## src/rtl/seq_pkg.sv

```systemverilog
// Shared definitions for the control sequencer: opcodes, FSM states,
// instruction classes and bus source bit positions.
package seq_pkg;

  localparam int unsigned NSRC = 24;
  localparam int unsigned NREG = 16;

  // Bus source bit positions above the general registers R0..R15.
  localparam int unsigned SRC_HI  = 16;
  localparam int unsigned SRC_LO  = 17;
  localparam int unsigned SRC_ZHI = 18;
  localparam int unsigned SRC_ZLO = 19;
  localparam int unsigned SRC_PC  = 20;
  localparam int unsigned SRC_MDR = 21;
  localparam int unsigned SRC_INP = 22;
  localparam int unsigned SRC_C   = 23;

  localparam logic [4:0] OpAdd  = 5'b00011;
  localparam logic [4:0] OpSub  = 5'b00100;
  localparam logic [4:0] OpShr  = 5'b00101;
  localparam logic [4:0] OpShl  = 5'b00110;
  localparam logic [4:0] OpRor  = 5'b00111;
  localparam logic [4:0] OpRol  = 5'b01000;
  localparam logic [4:0] OpAnd  = 5'b01001;
  localparam logic [4:0] OpOr   = 5'b01010;
  localparam logic [4:0] OpAddi = 5'b01011;
  localparam logic [4:0] OpAndi = 5'b01100;
  localparam logic [4:0] OpOri  = 5'b01101;
  localparam logic [4:0] OpMul  = 5'b01110;
  localparam logic [4:0] OpDiv  = 5'b01111;
  localparam logic [4:0] OpNeg  = 5'b10000;
  localparam logic [4:0] OpNot  = 5'b10001;
  localparam logic [4:0] OpMfhi = 5'b10111;
  localparam logic [4:0] OpMflo = 5'b11000;
  localparam logic [4:0] OpNop  = 5'b11001;
  localparam logic [4:0] OpHalt = 5'b11010;

  typedef enum logic [3:0] {
    StIdle,
    StT0,
    StT1,
    StT1w,
    StT2,
    StT3,
    StT4,
    StT5,
    StT6,
    StHalt
  } state_e;

  typedef enum logic [3:0] {
    ClsAluR,
    ClsAluI,
    ClsUnary,
    ClsMulDiv,
    ClsMfhi,
    ClsMflo,
    ClsNop,
    ClsHalt,
    ClsIllegal
  } op_class_e;

  // Groups opcodes by the execute sequence they follow.
  function automatic op_class_e decode_class(input logic [4:0] op);
    op_class_e cls;
    case (op)
      OpAdd, OpSub, OpShr, OpShl, OpRor, OpRol, OpAnd, OpOr: cls = ClsAluR;
      OpAddi, OpAndi, OpOri:                                  cls = ClsAluI;
      OpNeg, OpNot:                                           cls = ClsUnary;
      OpMul, OpDiv:                                           cls = ClsMulDiv;
      OpMfhi:                                                 cls = ClsMfhi;
      OpMflo:                                                 cls = ClsMflo;
      OpNop:                                                  cls = ClsNop;
      OpHalt:                                                 cls = ClsHalt;
      default:                                                cls = ClsIllegal;
    endcase
    return cls;
  endfunction

  // Immediate forms reuse the register-form ALU operation.
  function automatic logic [4:0] alu_map(input logic [4:0] op);
    logic [4:0] res;
    case (op)
      OpAddi:  res = OpAdd;
      OpAndi:  res = OpAnd;
      OpOri:   res = OpOr;
      default: res = op;
    endcase
    return res;
  endfunction

endpackage

```

## src/rtl/reg_select.sv

```systemverilog
// Register field decoder: 4-bit register number plus enable to a one-hot vector.
module reg_select
  import seq_pkg::*;
(
  input  logic [3:0]      field_i,
  input  logic            en_i,
  output logic [NREG-1:0] onehot_o
);

  // One-hot decode, all-zero when disabled.
  always_comb begin
    onehot_o = '0;
    if (en_i) begin
      onehot_o[field_i] = 1'b1;
    end
  end

endmodule

```

## src/rtl/control_sequencer.sv

```systemverilog
// Hardwired fetch/execute control FSM driving the shared-bus datapath.
// Optional feature: define SEQ_ILLEGAL_TRAP_EN to halt on undefined opcodes
// and raise illegal_op; otherwise undefined opcodes behave as nop.
module control_sequencer
  import seq_pkg::*;
(
  input  logic            clk,
  input  logic            reset,
  input  logic            run,
  input  logic [31:0]     ir,
  input  logic            mem_ready,
  output logic [NSRC-1:0] src_sel,
  output logic [NREG-1:0] reg_in,
  output logic            PCin,
  output logic            IRin,
  output logic            MARin,
  output logic            MDRin,
  output logic            Yin,
  output logic            Zin,
  output logic            HIin,
  output logic            LOin,
  output logic            IncPC,
  output logic            Read,
  output logic [4:0]      alu_op,
  output logic            busy,
  output logic            halted,
  output logic            illegal_op
);

  state_e state_q, state_d;

  logic [4:0] op;
  logic [3:0] ra, rb, rc;
  op_class_e  cls;

  assign op  = ir[31:27];
  assign ra  = ir[26:23];
  assign rb  = ir[22:19];
  assign rc  = ir[18:15];
  assign cls = decode_class(op);

  // Low bits hold the immediate, which only the datapath consumes.
  logic unused_ir;
  assign unused_ir = ^ir[14:0];

  logic [NSRC-1:0] src_fixed;
  logic            src_reg_en;
  logic [3:0]      src_reg_field;
  logic [NREG-1:0] src_reg_oh;
  logic            dst_en;

`ifdef SEQ_ILLEGAL_TRAP_EN
  logic illegal_q, illegal_d;

  // State register and sticky illegal flag; reset wins over everything.
  always_ff @(posedge clk) begin
    if (reset) begin
      state_q   <= StIdle;
      illegal_q <= 1'b0;
    end else begin
      state_q   <= state_d;
      illegal_q <= illegal_d;
    end
  end

  assign illegal_op = illegal_q;
`else
  // State register; reset wins over everything.
  always_ff @(posedge clk) begin
    if (reset) begin
      state_q <= StIdle;
    end else begin
      state_q <= state_d;
    end
  end

  assign illegal_op = 1'b0;
`endif

  // Next-state and control decode from registered state and IR.
  always_comb begin
    state_d       = state_q;
`ifdef SEQ_ILLEGAL_TRAP_EN
    illegal_d     = illegal_q;
`endif
    src_fixed     = '0;
    src_reg_en    = 1'b0;
    src_reg_field = rb;
    dst_en        = 1'b0;
    PCin          = 1'b0;
    IRin          = 1'b0;
    MARin         = 1'b0;
    MDRin         = 1'b0;
    Yin           = 1'b0;
    Zin           = 1'b0;
    HIin          = 1'b0;
    LOin          = 1'b0;
    IncPC         = 1'b0;
    Read          = 1'b0;
    alu_op        = 5'd0;

    case (state_q)
      StIdle: begin
        if (run) state_d = StT0;
      end
      StT0: begin
        src_fixed[SRC_PC] = 1'b1;
        MARin             = 1'b1;
        IncPC             = 1'b1;
        Zin               = 1'b1;
        state_d           = StT1;
      end
      StT1: begin
        src_fixed[SRC_ZLO] = 1'b1;
        PCin               = 1'b1;
        Read               = 1'b1;
        state_d            = StT1w;
      end
      StT1w: begin
        // Wait indefinitely for memory; capture data only when it is valid.
        Read  = 1'b1;
        MDRin = mem_ready;
        if (mem_ready) state_d = StT2;
      end
      StT2: begin
        src_fixed[SRC_MDR] = 1'b1;
        IRin               = 1'b1;
        state_d            = StT3;
      end
      StT3: begin
        case (cls)
          ClsAluR, ClsAluI, ClsUnary: begin
            src_reg_en    = 1'b1;
            src_reg_field = rb;
            Yin           = 1'b1;
            state_d       = StT4;
          end
          ClsMulDiv: begin
            src_reg_en    = 1'b1;
            src_reg_field = ra;
            Yin           = 1'b1;
            state_d       = StT4;
          end
          ClsMfhi: begin
            src_fixed[SRC_HI] = 1'b1;
            dst_en            = 1'b1;
            state_d           = StT0;
          end
          ClsMflo: begin
            src_fixed[SRC_LO] = 1'b1;
            dst_en            = 1'b1;
            state_d           = StT0;
          end
          ClsNop: begin
            state_d = StT0;
          end
          ClsHalt: begin
            state_d = StHalt;
          end
          default: begin
`ifdef SEQ_ILLEGAL_TRAP_EN
            state_d   = StHalt;
            illegal_d = 1'b1;
`else
            state_d   = StT0;
`endif
          end
        endcase
      end
      StT4: begin
        Zin     = 1'b1;
        alu_op  = alu_map(op);
        state_d = StT5;
        case (cls)
          ClsAluR: begin
            src_reg_en    = 1'b1;
            src_reg_field = rc;
          end
          ClsAluI: begin
            src_fixed[SRC_C] = 1'b1;
          end
          ClsUnary, ClsMulDiv: begin
            src_reg_en    = 1'b1;
            src_reg_field = rb;
          end
          default: ;
        endcase
      end
      StT5: begin
        src_fixed[SRC_ZLO] = 1'b1;
        if (cls == ClsMulDiv) begin
          LOin    = 1'b1;
          state_d = StT6;
        end else begin
          dst_en  = 1'b1;
          state_d = StT0;
        end
      end
      StT6: begin
        src_fixed[SRC_ZHI] = 1'b1;
        HIin               = 1'b1;
        state_d            = StT0;
      end
      StHalt: begin
        state_d = StHalt;
      end
      default: begin
        state_d = StIdle;
      end
    endcase
  end

  reg_select u_src_select (
    .field_i  (src_reg_field),
    .en_i     (src_reg_en),
    .onehot_o (src_reg_oh)
  );

  // Destination register is always the ra field.
  reg_select u_dst_select (
    .field_i  (ra),
    .en_i     (dst_en),
    .onehot_o (reg_in)
  );

  assign src_sel = src_fixed | {{(NSRC - NREG){1'b0}}, src_reg_oh};
  assign halted  = (state_q == StHalt);
  assign busy    = (state_q != StIdle) && (state_q != StHalt);

endmodule
```

## config.mk

```make
export PLATFORM = sky130hd
export DESIGN_NAME = control_sequencer
export DESIGN_NICKNAME = d
export VERILOG_FILES = /design/src/rtl/seq_pkg.sv /design/src/rtl/reg_select.sv /design/src/rtl/control_sequencer.sv
export SDC_FILE = /design/constraint.sdc
export NUM_CORES = 1
export LEC_CHECK = 0
export ABC_CLOCK_PERIOD_IN_PS = 1800
export BUFFER_PORTS_ARGS = -buffer_cell sky130_fd_sc_hd__buf_2
export CORE_MARGIN = 2
export CORE_UTILIZATION = 38
export CTS_BUF_LIST = sky130_fd_sc_hd__clkbuf_2
export DETAILED_ROUTE_END_ITERATION = 10
export GPL_ROUTABILITY_DRIVEN = 0
export PLACE_DENSITY_LB_ADDON = 0.3
export SLEW_MARGIN = 0
export SYNTH_ARGS = -nofsm -noshare
export SYNTH_HDL_FRONTEND = slang
export SYNTH_SLANG_ARGS = --single-unit
```

## constraint.sdc

```tcl
create_clock -name clk -period 1.8 [get_ports clk]
set_input_delay 0.09 -clock clk [delete_from_list [all_inputs] [get_ports clk]]
set_output_delay 0.09 -clock clk [all_outputs]
set_load 0.005 [all_outputs]
```

-- After elaboration in Yosys (flattened, before gate mapping)
Memories as Yosys holds them, arrays and structs flattened.
Index checks and enable logic that the tools add are counted.
- flip-flop bits (word level): 4
- logic and storage cells: 79
- memory bits (read-only): 128
- memories: 1
- output and inout bits: 58
- input bits: 36
- mux-type cells: 38
- reductions and logical operators: 13
- bitwise gates (word level): 1
- equality and inequality tests: 21
- $lt $le $gt $ge: 4
- memory list (name ; depth ; bits a word ; rd ports ; clocked after memory_dff ; write ports ; line ; RTL):
    (name not given) ; 32 ; 4 ; 1 ; 0 ; 0 ; seq_pkg.sv:66 ; case (op)
- operators with widths (cell ; count):
    4-bit one-hot mux with 10 select lines ; 1
    16-bit 2-to-1 mux ; 2
    4-bit by 3-bit == test with 1-bit output, second input constant ; 7
    24-bit by 16-bit OR with 24-bit output ; 1
    1-bit 2-to-1 mux ; 21
    4-bit 2-to-1 mux ; 5
    4-bit by 2-bit == test with 1-bit output, second input constant ; 4
    4-bit one-hot mux with 2 select lines ; 2
    5-bit by 4-bit == test with 1-bit output, second input constant ; 3
    5-bit one-hot mux with 3 select lines ; 1
    4-bit by 5-bit less-than comparator with 1-bit output, second input constant ; 2
    1-bit demux with 4-bit select ; 2
    4-bit by 1-bit == test with 1-bit output, second input constant ; 2
    4-bit == test, second input constant ; 2
    4-bit by 1-bit greater-or-equal comparator with 1-bit output, second input constant ; 2
    4-bit logical NOT ; 2
    2-bit OR reduction ; 4
    5-bit 2-to-1 mux ; 1
    2-bit inequality test, second input constant ; 2
    4-bit inequality test, second input constant ; 1
    1-bit one-hot mux with 2 select lines ; 2
    4-bit nonzero test ; 1
    4-bit OR reduction ; 1
    1-bit logical AND ; 3
    other kinds (3) ; 3

-- Longest topological paths before layout
Gate-level depths: netlist of run 1.
An unclocked memory read counts as a cell.
- depth in word-level cells: 10
- gate-level depth with buffers: 9
- mapped depth without buffers: 7

-- Modules after synthesis
Synthesis of run 1 repeated with hierarchy kept, for this count alone.
- cell total of the unflattened synthesis: 172
- area, all modules: 1157.4 um2
- modules (own cells, without submodules) (module ; area an instance (um2) ; cells each ; instances ; sequential area each (um2)):
    control_sequencer ; 919.6 ; 126 ; 1 ; 80.1
    reg_select at u_dst_select ; 120.1 ; 23 ; 1 ; 0.0
    reg_select at u_src_select ; 117.6 ; 23 ; 1 ; 0.0

-- Worst setup path after synthesis of run 1
Ideal clock, no wire load.
- path kind: register -> output
- start: reg state_q[0]
- end: out src_sel[9]
- setup slack: -252 ps
- cell stages (with the launch flop): 8
- path buffers: 1
- data arrival time: 1962 ps
- data required time: 1710 ps
- path through: dfxtp_1 > nand4bb_1 > a221oi_1 > mux2i_1 > o21a_1 > or2_1 > buf_2 > nor4b_1
- longest elaborated chain between the ends: 8
- elaborated cells between the ends (all ways): 11
- classes of those cells: order compare (2); eq/ne (2); mux (5); bitwise (1); reduce/logical (1)
- RTL lines (element ; line ; RTL):
    start: declaration ; control_sequencer.sv:30 ; state_e state_q, state_d;
    start signal: assignment ; control_sequencer.sv:71 ; state_q <= StIdle;
    start signal: assignment ; control_sequencer.sv:73 ; state_q <= state_d;
    4-bit by 3-bit == test with 1-bit output ; control_sequencer.sv:102 ; case (state_q)
    4-bit one-hot mux with 2 select lines ; control_sequencer.sv:102 ;
    4-bit by 5-bit less-than comparator with 1-bit output (not written as such) or 4-bit by 1-bit greater-or-equal comparator with 1-bit output (tied branches) ; reg_select.sv:14 ; onehot_o[field_i] = 1'b1;
    1-bit logical AND (not written as such) ; reg_select.sv:14 ;
    1-bit 2-to-1 mux (not written as such) ; reg_select.sv:14 ;
    1-bit demux with 4-bit select ; -- ;
    16-bit 2-to-1 mux * ; reg_select.sv:13 ; if (en_i) begin
    24-bit by 16-bit OR with 24-bit output * ; control_sequencer.sv:226 ; assign src_sel = src_fixed | {{(NSRC - NREG){1'b0}}, src_reg_oh};
    end: declaration ; control_sequencer.sv:12 ; output logic [NSRC-1:0] src_sel,
Mark *: on every way between the ends. The rest lies on a longest branch, timed or not.

-- Worst setup path in the final report of run 1
- start: in ir[28]
- end: out src_sel[8]
- longest elaborated chain between the ends: 10
- elaborated cells between the ends (all ways): 20
- classes of those cells: order compare (2); eq/ne (3); mux (9); bitwise (1); reduce/logical (4); memory (1)
- RTL lines (element ; line ; RTL):
    start: declaration ; control_sequencer.sv:10 ; input logic [31:0] ir,
    memory read 32 x 4 bit * ; -- ;
    4-bit by 2-bit == test with 1-bit output or 4-bit logical NOT (tied branches) ; control_sequencer.sv:131, control_sequencer.sv:174 ;
    4-bit 2-to-1 mux (on tied branches) ; control_sequencer.sv:131, control_sequencer.sv:174 ;
    4-bit one-hot mux with 2 select lines ; control_sequencer.sv:102 ;
    4-bit by 5-bit less-than comparator with 1-bit output (not written as such) or 4-bit by 1-bit greater-or-equal comparator with 1-bit output (tied branches) ; reg_select.sv:14 ;
    1-bit logical AND (not written as such) ; reg_select.sv:14 ;
    1-bit 2-to-1 mux (not written as such) ; reg_select.sv:14 ;
    1-bit demux with 4-bit select ; -- ;
    16-bit 2-to-1 mux * ; reg_select.sv:13 ;
    24-bit by 16-bit OR with 24-bit output * ; control_sequencer.sv:226 ;
Marks and branches as above.

==> qor.txt, run 1 <==
Iteration-0 DRC Markers = 130
number of flops mapped to enable cells by yosys = 0
root buffer cell = clkbuf_2
clk slew on worst S/H paths = 50 ps
hold bufs inserted after CTS = 0
Final Hold Viols = 0
# nets final = 347
critical path, cell by cell = buf_12 -> buf_6 -> nor4b_4 -> buf_4 -> a311o_4 -> mux2i_4 -> nand2_1 -> a211o_4 -> buf_6 -> nor4_4 -> buf_2
largest net degree at the start of global routing = 11
Setup crit start kind = primary input
Skew-Pair Late Insertion Delay = 230 ps
register area share after synthesis = 0.0617
vias per inst = 5.56
Overflow after GRT = 0
Synth Flop Type = dfxtp_1
CTS Buf Count = 3
unrepaired setup endpoints after global routing = true
CTS sink cnt = 4
Final period util = 1.32
failing checks = setup timing
Total Die Area = 0.00390 mm^2
Max stage delay on crit path = 430 ps
number of global-route vias before repair = 1,899
initial antenna violation count = 0
outcome = complete, but fails checks
hold_ws = 74.0 ps
setup tns final = -13,750 ps
htree depth = 1
CP Class = in -> out
CP max FO = 8
GRT Total Usage = 0.283
I/O Buffers = 76
Final HPWL DP = 3610 um
Bufs and invs on worst path = 5
chip height = 62.5 um
maximum VDD drop = 0.000273 V
arrival time of the worst setup path = 2290 ps
WP data required = 1710 ps
Vias = 1,950
Leakage = 1.31 nW
num rows = 21
# Max-Cap Violations = 0
Starting Density = 0.392
min cycle time layout = 2380 ps
Inserted Diodes = 0
Setup WS post-layout = -576 ps
Synth cell types = 60
drt first pass iters = 4
final setup fails = 33
antenna viol nets, final = 0
Crit. End Element = primary output
fill cell count = 217
Die Width = 62.5 um
Post-Syn Area per Cell = 7.42 um^2
Post-synth ARST share = 0
CTS Buffer Depth = 2
post-route cell area = 0.00268 mm^2
slowest CP cell = a211o_4
Ys Warns = 0
Final Max Tran Viols = 0
most used cell, CP = buf_6
Boundary Pins = 94
share of post-route cells with drive strength above 1 = 0.689
DR DRC count = 0
Post-Synthesis Cells = 175
Worst Clk Skew = 4.69 ps
Hold WC Path Type = in -> reg
Max Clock Freq = 421 MHz
family with the most delay on the worst path = buffers and inverters
max FFs per register = 4
Util after Layout = 0.808
core area = 0.00331 mm^2
WL per Instance = 17.0 um
leading registers by flop count = state_q: 4 flops
#FFs+latches synth = 4
CTS tree = yes
Largest Register = state_q
synthesis-to-finish area growth = 106%
power per cell area = 248 mW/mm^2
Placed Area = 0.00221 mm^2
final wirelength = 5960 um
first-pass GRT wire length = 9080 um
Post-Synthesis Cell Area = 0.00130 mm^2
-- power breakdown --
part           switching [mW]  total (mW)  internal (mW)
clock network          0.0444      0.0891         0.0447
logic                   0.232       0.465          0.234
registers              0.0142       0.108         0.0943
total                   0.290       0.663          0.373
-- layout by cell type, fill, tap and decap left out, types with 3 or more instances in the layout --
| master | synthesis | layout |
|---|---|---|
| a21oi_1 | 3 | 3 |
| a31oi_1 | 3 | 3 |
| and3_1 | 3 | 3 |
| buf_12 | 0 | 5 |
| buf_2 | 2 | 71 |
| buf_4 | 7 | 51 |
| buf_6 | 3 | 14 |
| clkbuf_2 | 0 | 3 |
| dfxtp_4 | 0 | 3 |
| inv_1 | 5 | 3 |
| nand2_1 | 10 | 9 |
| nand2b_1 | 4 | 3 |
| nand3_1 | 5 | 4 |
| nand3b_1 | 3 | 3 |
| nor2_1 | 24 | 22 |
| nor3_2 | 1 | 7 |
| nor3b_2 | 2 | 4 |
| nor4b_4 | 1 | 4 |
| nor4bb_4 | 0 | 3 |
| o21ai_0 | 8 | 5 |
| o21ai_1 | 2 | 4 |
| or2_1 | 3 | 3 |
-- logic make-up after synthesis --
family                     after synthesis  share of synthesized area
muxes                                    2                     0.0154
DFF                                      4                     0.0617
and+or+nand+nor                        102                      0.524
adders and majority gates                4                     0.0385
AOI/OAI and AO/OA                       40                      0.254
other                                    1                    0.00289
buffers and inverters                   22                      0.103
-- routing by layer --
layer | up-vias | GRT usage | share of wire
li1 | 920 | - | -
met1 | 915 | 0.349 | 0.39
met2 | 92 | 0.496 | 0.51
met3 | 23 | 0.0468 | 0.061
met4 | 0 | 0.0944 | 0.039
met5 | - | 0 | 0
-- synthesized netlist by cell type (all sizes together), types with 4 or more instances --
cell / number / area share
clkbuf: 4 / 0.012
o21ai: 11 / 0.045
nor3: 11 / 0.055
buf: 13 / 0.077
nand3: 5 / 0.019
nand2b: 4 / 0.019
ha: 4 / 0.039
a211oi: 4 / 0.035
nor4b: 6 / 0.062
inv: 5 / 0.014
nor3b: 6 / 0.042
nand2: 10 / 0.029
nor4: 4 / 0.019
or2: 6 / 0.029
nor2: 24 / 0.069
a21oi: 4 / 0.024
dfxtp: 4 / 0.062
-- final timing paths --
check,from,endpoint,slack (ps),cells after the start
worst max-delay path,ir[28],src_sel[8],-580,11
worst min-delay path,reset,state_q[3]$_SDFFE_PP0P_,70,2
worst min register to register,state_q[3]$_SDFFE_PP0P_,state_q[1]$_SDFFE_PP0P_,690,3
worst max register to register,state_q[3]$_SDFFE_PP0P_,state_q[3]$_SDFFE_PP0P_,200,8
-- stage by stage --
| stage | setup WS, ps | total power [mW] | instances |
|---|---|---|---|
| after global routing | -642 | 0.701 | 351 |
| final | -576 | 0.663 | 351 |
| after floorplan | -87.6 | 0.322 | 176 |
| after global placement | -498 | 0.472 | 329 |
| after CTS | -486 | 0.625 | 348 |
| after detailed placement | -537 | 0.479 | 329 |
-- area by class of cell --
| cell class | count | area, um^2 | area share |
|---|---|---|---|
| inverters | 5 | 31.3 | 0.0117 |
| repair buffers | 143 | 1040 | 0.388 |
| flip-flops and latches | 4 | 92.6 | 0.0346 |
| clock buffers | 3 | 15.0 | 0.00561 |
| well taps | 46 | 57.6 | 0.0215 |
| multi-input cells | 150 | 1440 | 0.539 |
-- what timing repair did --
item                                    CTS  global route
endpoints found under the setup margin   36            39
resized for setup                        50            13
pin swaps                                34            10
setup buffers                            15             3
cloned                                    1             0
hold endpoints to repair                  0             0
Note: power is estimated with default switching activity, not from simulation.
==> run 2, diff against run 1 <==
--- a/config.mk
+++ b/config.mk
@@ -12,7 +12,9 @@
 export CTS_BUF_LIST = sky130_fd_sc_hd__clkbuf_2
 export DETAILED_ROUTE_END_ITERATION = 10
 export GPL_ROUTABILITY_DRIVEN = 0
+export MAX_ROUTING_LAYER = met4
 export PLACE_DENSITY_LB_ADDON = 0.3
+export REMOVE_ABC_BUFFERS = 1
 export SLEW_MARGIN = 0
 export SYNTH_ARGS = -nofsm -noshare
 export SYNTH_HDL_FRONTEND = slang
==> run 2 against run 1 <==
The flow still finishes with violations (setup timing); utilization decreased by 3.0 points; critical path depth decreased by 4; non-clock buffer count down 2; first-iteration DRC count fell by 32%; combinational power shrank 2%; register-to-register slack is essentially flat; routed wire length shrank 0.59%; clock skew up 2.8 ps; global-route usage decreased by 0.69 points; maximum frequency shrank 2.3%; sequential power about the same; via count is 1.2% higher; largest power group unchanged.
==> qor.txt, run 2 (synthesis gave the netlist of run 1 again) <==
outcome = complete, but fails checks (unchanged)
failing checks = setup timing (unchanged)
DR DRC count = 0 (unchanged)
Iteration-0 DRC Markers = 89 (was 130)
clock share of power = 0.132 (was 0.134)
largest net degree at the start of global routing = 12 (was 11)
Setup crit start kind = flop (was primary input)
Hold Path End = state_q[0]$_SDFFE_PP0P_ (was state_q[3]$_SDFFE_PP0P_)
hold_ws = 92.5 ps (was 74.0 ps)
Worst Clk Skew = 7.50 ps (was 4.69 ps)
sw frac = 0.430 (was 0.438)
Final Max Tran Viols = 0 (unchanged)
CTS sink cnt = 4 (unchanged)
post-route cell area = 0.00258 mm^2 (was 0.00268 mm^2)
Max stage delay on crit path = 340 ps (was 430 ps)
Placed Instances = 324 (was 329)
Starting Density = 0.392 (unchanged)
Leakage = 1.26 nW (was 1.31 nW)
htree depth = 1 (unchanged)
min cycle time layout = 2430 ps (was 2380 ps)
power per cell area = 254 mW/mm^2 (was 248 mW/mm^2)
Crit Reg-Reg Startpoint = state_q[2]$_SDFFE_PP0P_ (was state_q[3]$_SDFFE_PP0P_)
Max Clock Freq = 411 MHz (was 421 MHz)
Hold Crit Start = reset (unchanged)
Die Width = 62.5 um (unchanged)
most common cell after layout, fill and taps aside = buf_2 (unchanged)
Setup WS post-layout = -632 ps (was -576 ps)
CTS Buffer Depth = 2 (unchanged)
num rows = 21 (unchanged)
hold depth = 2 (unchanged)
first-pass GRT wire length = 8760 um (was 9080 um)
Final Hold Viols = 0 (unchanged)
unrepaired setup endpoints after global routing = true (unchanged)
synthesis-to-finish area growth = 98.4% (was 106%)
CTS Buf Count = 3 (unchanged)
CTS tree = yes (unchanged)
number of global-route vias before repair = 1,909 (was 1,899)
Bufs and invs on worst path = 1 (was 5)
root buffer cell = clkbuf_2 (unchanged)
dpl ws = -549 ps (was -537 ps)
fill cell count = 228 (was 217)
Hold WC Path Type = in -> reg (unchanged)
FF-to-FF End = state_q[0]$_SDFFE_PP0P_ (was state_q[3]$_SDFFE_PP0P_)
Final period util = 1.35 (was 1.32)
max FFs per register = 4 (unchanged)
final cell count without fillers = 349 (was 351)
Util after Layout = 0.778 (was 0.808)
leading registers by flop count = state_q: 4 flops (unchanged)
critical path, cell by cell = nand4bb_4 -> a221oi_1 -> mux2i_1 -> o21a_1 -> or2_4 -> nor4bb_2 -> buf_2 (was buf_12 -> buf_6 -> nor4b_4 -> buf_4 -> a311o_4 -> mux2i_4 -> nand2_1 -> a211o_4 -> buf_6 -> nor4_4 -> buf_2)
FF-to-FF setup slack = 210 ps (was 200 ps)
I/O Buffers = 76 (unchanged)
most frequent cells in the layout = buf_2, buf_4, nor2_1 (unchanged)
Skew-Pair Late Insertion Delay = 210 ps (was 230 ps)
family with the most delay on the worst path = simple AND/OR/NAND/NOR gates (was buffers and inverters)
CP max FO = 8 (unchanged)
CP Class = reg -> out (was in -> out)
final wirelength = 5930 um (was 5960 um)
antenna viol nets, final = 0 (unchanged)
WL per Instance = 17.0 um (about the same)
R2R cell count = 6 (was 8)
initial antenna violation count = 0 (unchanged)
Boundary Pins = 94 (unchanged)
WP data required = 1710 ps (about the same)
core area = 0.00331 mm^2 (unchanged)
maximum VDD drop = 0.000132 V (was 0.000273 V)
GRT Total Usage = 0.276 (was 0.283)
Pint = 372 uW (was 373 uW)
share of post-route cells with drive strength above 1 = 0.703 (was 0.689)
# nets final = 345 (was 347)
final setup fails = 33 (unchanged)
Total Die Area = 0.00390 mm^2 (unchanged)
vias per inst = 5.65 (was 5.56)
drt first pass iters = 4 (unchanged)
Vias = 1,973 (was 1,950)
Inserted Diodes = 0 (unchanged)
clk slew on worst S/H paths = 60 ps (was 50 ps)
Placed Area = 0.00197 mm^2 (was 0.00221 mm^2)
P_sw = 281 uW (was 290 uW)
arrival time of the worst setup path = 2340 ps (was 2290 ps)
Logic pwr share = 0.698 (was 0.702)
sequential share of power = 0.170 (was 0.164)
# Max-Cap Violations = 0 (unchanged)
Largest Register = state_q (unchanged)
Overflow after GRT = 0 (unchanged)
Crit. End Element = primary output (unchanged)
Final HPWL DP = 3340 um (was 3610 um)
slowest CP cell = dfxtp_2 (was a211o_4)
chip height = 62.5 um (unchanged)
run 2: cell count changes in the layout (fill, tap and decap cells not counted), moves of 2 or more:
cell     previous run  this run
nor4b_2             0         3
o21ai_2             1         5
nor4b_4             4         1
nor2_1             22        20
o21ai_1             4         0
buf_6              14        17
buf_2              71        73
nor2_2              1         4
buf_12              5         3
buf_4              51        47
run 2: power groups by stage:
stage	clock network [mW]	registers, mW	logic (mW)
final	0.0865	0.111	0.456
after CTS	0.0871	0.109	0.408
after detailed placement	0	0.104	0.323
after global routing	0.0966	0.111	0.488
after global placement	0	0.105	0.320
after floorplan	0	0.111	0.142
run 2: layout make-up:
class / instances / area [um^2] / share of cell area
inverters: 5 / 18.8 / 0.00729
flip-flops and latches: 4 / 90.1 / 0.0350
well taps: 46 / 57.6 / 0.0223
repair buffers: 141 / 985 / 0.382
clock buffers: 3 / 15.0 / 0.00583
multi-input cells: 150 / 1410 / 0.547
run 2: timing repair:
action | 4_1_cts | 5_1_grt
gates resized for setup | 70 | 20
hold buffers | 0 | 0
endpoints found under the setup margin | 34 | 37
endpoints found under the hold margin | 0 | 0
cloned | 0 | 0
pin swaps | 24 | 14
setup buffers | 19 | 3
run 2: worst max-delay path by stage:
stage,from,end,depth (start not counted)
after global routing,state_q[3]$_SDFFE_PP0P_,src_sel[11],7
after floorplan,state_q[2]$_SDFFE_PP0P_,reg_in[0],6
after CTS,state_q[3]$_SDFFE_PP0P_,src_sel[11],7
after global placement,ir[27],src_sel[13],9
after detailed placement,ir[28],src_sel[13],9
final,state_q[3]$_SDFFE_PP0P_,src_sel[11],7
run 2: metrics by stage:
stage	TNS (ps)	power, mW
after detailed placement	-12180	0.427
final	-14340	0.653
after CTS	-11650	0.604
after global placement	-10790	0.425
after floorplan	-4030	0.253
after global routing	-17450	0.696
run 2: layer usage:
layer	global-route usage	vias up	wire length [um]
met4	0.0944	0	215
met3	0.0270	23	378
met1	0.330	941	2430
met5	-	-	0
met2	0.483	104	2910
li1	-	905	-
==> run 3, diff against run 2 <==
--- a/config.mk
+++ b/config.mk
@@ -5,6 +5,7 @@
 export SDC_FILE = /design/constraint.sdc
 export NUM_CORES = 1
 export LEC_CHECK = 0
+export ABC_AREA = 1
 export ABC_CLOCK_PERIOD_IN_PS = 1800
 export BUFFER_PORTS_ARGS = -buffer_cell sky130_fd_sc_hd__buf_2
 export CORE_MARGIN = 2
==> run 3 against run 2 <==
The flow still finishes with violations (setup timing); utilization decreased by 7.4 points; maximum frequency rose by 25%; clock skew down 4.6 ps; global-route usage fell by 4.8 points; setup slack better by 490 ps; register-to-register slack lost 60 ps; combinational power fell by 7.7%; first-iteration DRC count is 28% lower; hold slack worse by 3.9 ps; critical path type unchanged; largest cell class unchanged.
==> qor.txt, run 3 <==
outcome = complete, but fails checks (unchanged)
failing checks = setup timing (unchanged)
Boundary Pins = 94 (unchanged)
number of global-route vias before repair = 1,590 (was 1,909)
GRT Total Usage = 0.228 (was 0.276)
synthesis-to-finish area growth = 74.0% (was 98.4%)
Die Width = 61.3 um (was 62.5 um)
post-route cell area = 0.00217 mm^2 (was 0.00258 mm^2)
Crit. End Element = primary output (unchanged)
Final Max Tran Viols = 0 (unchanged)
Final Hold Viols = 0 (unchanged)
most common cell after layout, fill and taps aside = buf_2 (unchanged)
Final HPWL DP = 3010 um (was 3340 um)
# nets final = 379 (was 345)
most frequent cells in the layout = buf_2, nor2_1, buf_4 (was buf_2, buf_4, nor2_1)
Post-Syn Area per Cell = 5.47 um^2 (was 7.42 um^2)
core area = 0.00308 mm^2 (was 0.00331 mm^2)
commonest cells in the synthesized netlist = nor2_1, nand2_1, inv_1 (was nor2_1, nand2_1, nor3_1)
Vias = 1,785 (was 1,973)
#FFs+latches synth = 4 (unchanged)
Starting Density = 0.405 (was 0.392)
Hold WC Path Type = in -> reg (unchanged)
initial antenna violation count = 0 (unchanged)
num rows = 20 (was 21)
top-area cell type share of the netlist area = 0.169 (was 0.0694)
drt first pass iters = 4 (unchanged)
CTS tree = yes (unchanged)
Placed Instances = 359 (was 324)
Skew-Pair Late Insertion Delay = 220 ps (was 210 ps)
root buffer cell = clkbuf_2 (unchanged)
first-pass GRT wire length = 6530 um (was 8760 um)
CTS Buf Count = 3 (unchanged)
# Max-Cap Violations = 0 (unchanged)
Iteration-0 DRC Markers = 64 (was 89)
Overflow after GRT = 0 (unchanged)
CP Class = reg -> out (unchanged)
Synth cell types = 30 (was 60)
maximum VDD drop = 0.000265 V (was 0.000132 V)
WP data required = 1710 ps (about the same)
Post-Synthesis Cell Area = 0.00125 mm^2 (was 0.00130 mm^2)
Worst Clk Skew = 2.90 ps (was 7.50 ps)
Total Die Area = 0.00375 mm^2 (was 0.00390 mm^2)
CP max FO = 4 (was 8)
leading registers by flop count = state_q: 4 flops (unchanged)
Synth Flop Type = dfxtp_1 (unchanged)
chip height = 61.3 um (was 62.5 um)
Inserted Diodes = 0 (unchanged)
final wirelength = 4370 um (was 5930 um)
Post-synth ARST share = 0 (unchanged)
Final period util = 1.08 (was 1.35)
Largest Register = state_q (unchanged)
Design Power = 623 uW (was 653 uW)
DR DRC count = 0 (unchanged)
Post-Synthesis Cells = 228 (was 175)
power per cell area = 287 mW/mm^2 (was 254 mW/mm^2)
dominant cells by area after synthesis = nor2_1, nand2_1, inv_1, nand3_1, dfxtp_1 (was nor2_1, dfxtp_1, buf_4, ha_1, nor3_1)
share of post-route cells with drive strength above 1 = 0.591 (was 0.703)
Leakage = 1.20 nW (was 1.26 nW)
register area share after synthesis = 0.0643 (was 0.0617)
count leader, synth = nor2_1 (unchanged)
setup tns final = -2910 ps (was -14,340 ps)
htree depth = 1 (unchanged)
area leader, netlist = nor2_1 (unchanged)
I/O Buffers = 76 (unchanged)
CTS sink cnt = 4 (unchanged)
arrival time of the worst setup path = 1850 ps (was 2340 ps)
number of flops mapped to enable cells by yosys = 0 (unchanged)
Placed Area = 0.00177 mm^2 (was 0.00197 mm^2)
Setup WS post-layout = -143 ps (was -632 ps)
Setup crit start kind = flop (unchanged)
CTS Buffer Depth = 2 (unchanged)
clk slew on worst S/H paths = 50 ps (was 60 ps)
hold bufs inserted after CTS = 0 (unchanged)
final setup fails = 32 (was 33)
Ys Warns = 0 (unchanged)
final cell count without fillers = 381 (was 349)
max FFs per register = 4 (unchanged)
min cycle time layout = 1940 ps (was 2430 ps)
largest net degree at the start of global routing = 11 (was 12)
Max Clock Freq = 515 MHz (was 411 MHz)
vias per inst = 4.69 (was 5.65)
unrepaired setup endpoints after global routing = true (unchanged)
antenna viol nets, final = 0 (unchanged)
WL per Instance = 11.5 um (was 17.0 um)
-- run 3: logic make-up after synthesis --
logic type,share of synthesized area
AO/OA/AOI/OAI,0.127
adder cells (fa/ha/maj),0.0402
buffers and inverters,0.165
flip-flops,0.0643
other,0.00301
AND/OR/NAND/NOR,0.601
-- run 3: per-stage QoR --
| step | hold slack (ps) | worst slack [ps] | util |
|---|---|---|---|
| final | 88.6 | -143 | 0.704 |
| after CTS | 83.8 | -75.6 | 0.663 |
| after global placement | 314 | -133 | 0.574 |
| after global routing | 79.3 | -331 | 0.704 |
| after floorplan | 159 | 74.3 | - |
| after detailed placement | 318 | -183 | 0.574 |
-- run 3: path summary, 6_finish.rpt --
path,startpoint,to,slack [ps],cells after the start
min reg2reg,state_q[2]$_SDFFE_PP0P_,state_q[2]$_SDFFE_PP0P_,770,4
max reg2reg,state_q[0]$_SDFFE_PP0P_,state_q[3]$_SDFFE_PP0P_,150,12
max,state_q[3]$_SDFFE_PP0P_,reg_in[0],-140,10
min,reset,state_q[0]$_SDFFE_PP0P_,90,2
-- run 3: area by class of cell --
type,instances,area [um^2]
multi-input cells,178,1160
fillers,269,910
repair buffers,114,701
inverters,38,151
flip-flops and latches,4,86.3
well taps,44,55.1
clock buffers,3,15.0
-- run 3: timing repair --
item / CTS / global route
pin swaps: 20 / 19
gates resized for setup: 47 / 24
setup buffers: 13 / 6
setup endpoints to repair: 32 / 37
-- run 3: worst max-delay path, cell delays in order, from the launching register on --
cell and delay [ps]:
dfxtp_2 320, inv_2 70, nand2_4 60, buf_6 120
buf_4 120, nor3_1 250, nand2_1 180, o21ai_4 130
nand3_2 150, nor2_1 100, buf_2 120
-- run 3: layer usage --
metal,track usage,routed length [um],vias up
li1,-,-,924
met1,0.263,1720,793
met2,0.426,2400,60
met3,0.0294,189,8
met4,0.0342,57,0
met5,-,0,-
-- run 3: where the power goes --
| part | internal (mW) | switching, mW |
|---|---|---|
| clock | 0.0448 | 0.0408 |
| combinational | 0.181 | 0.240 |
| sequential | 0.100 | 0.0162 |
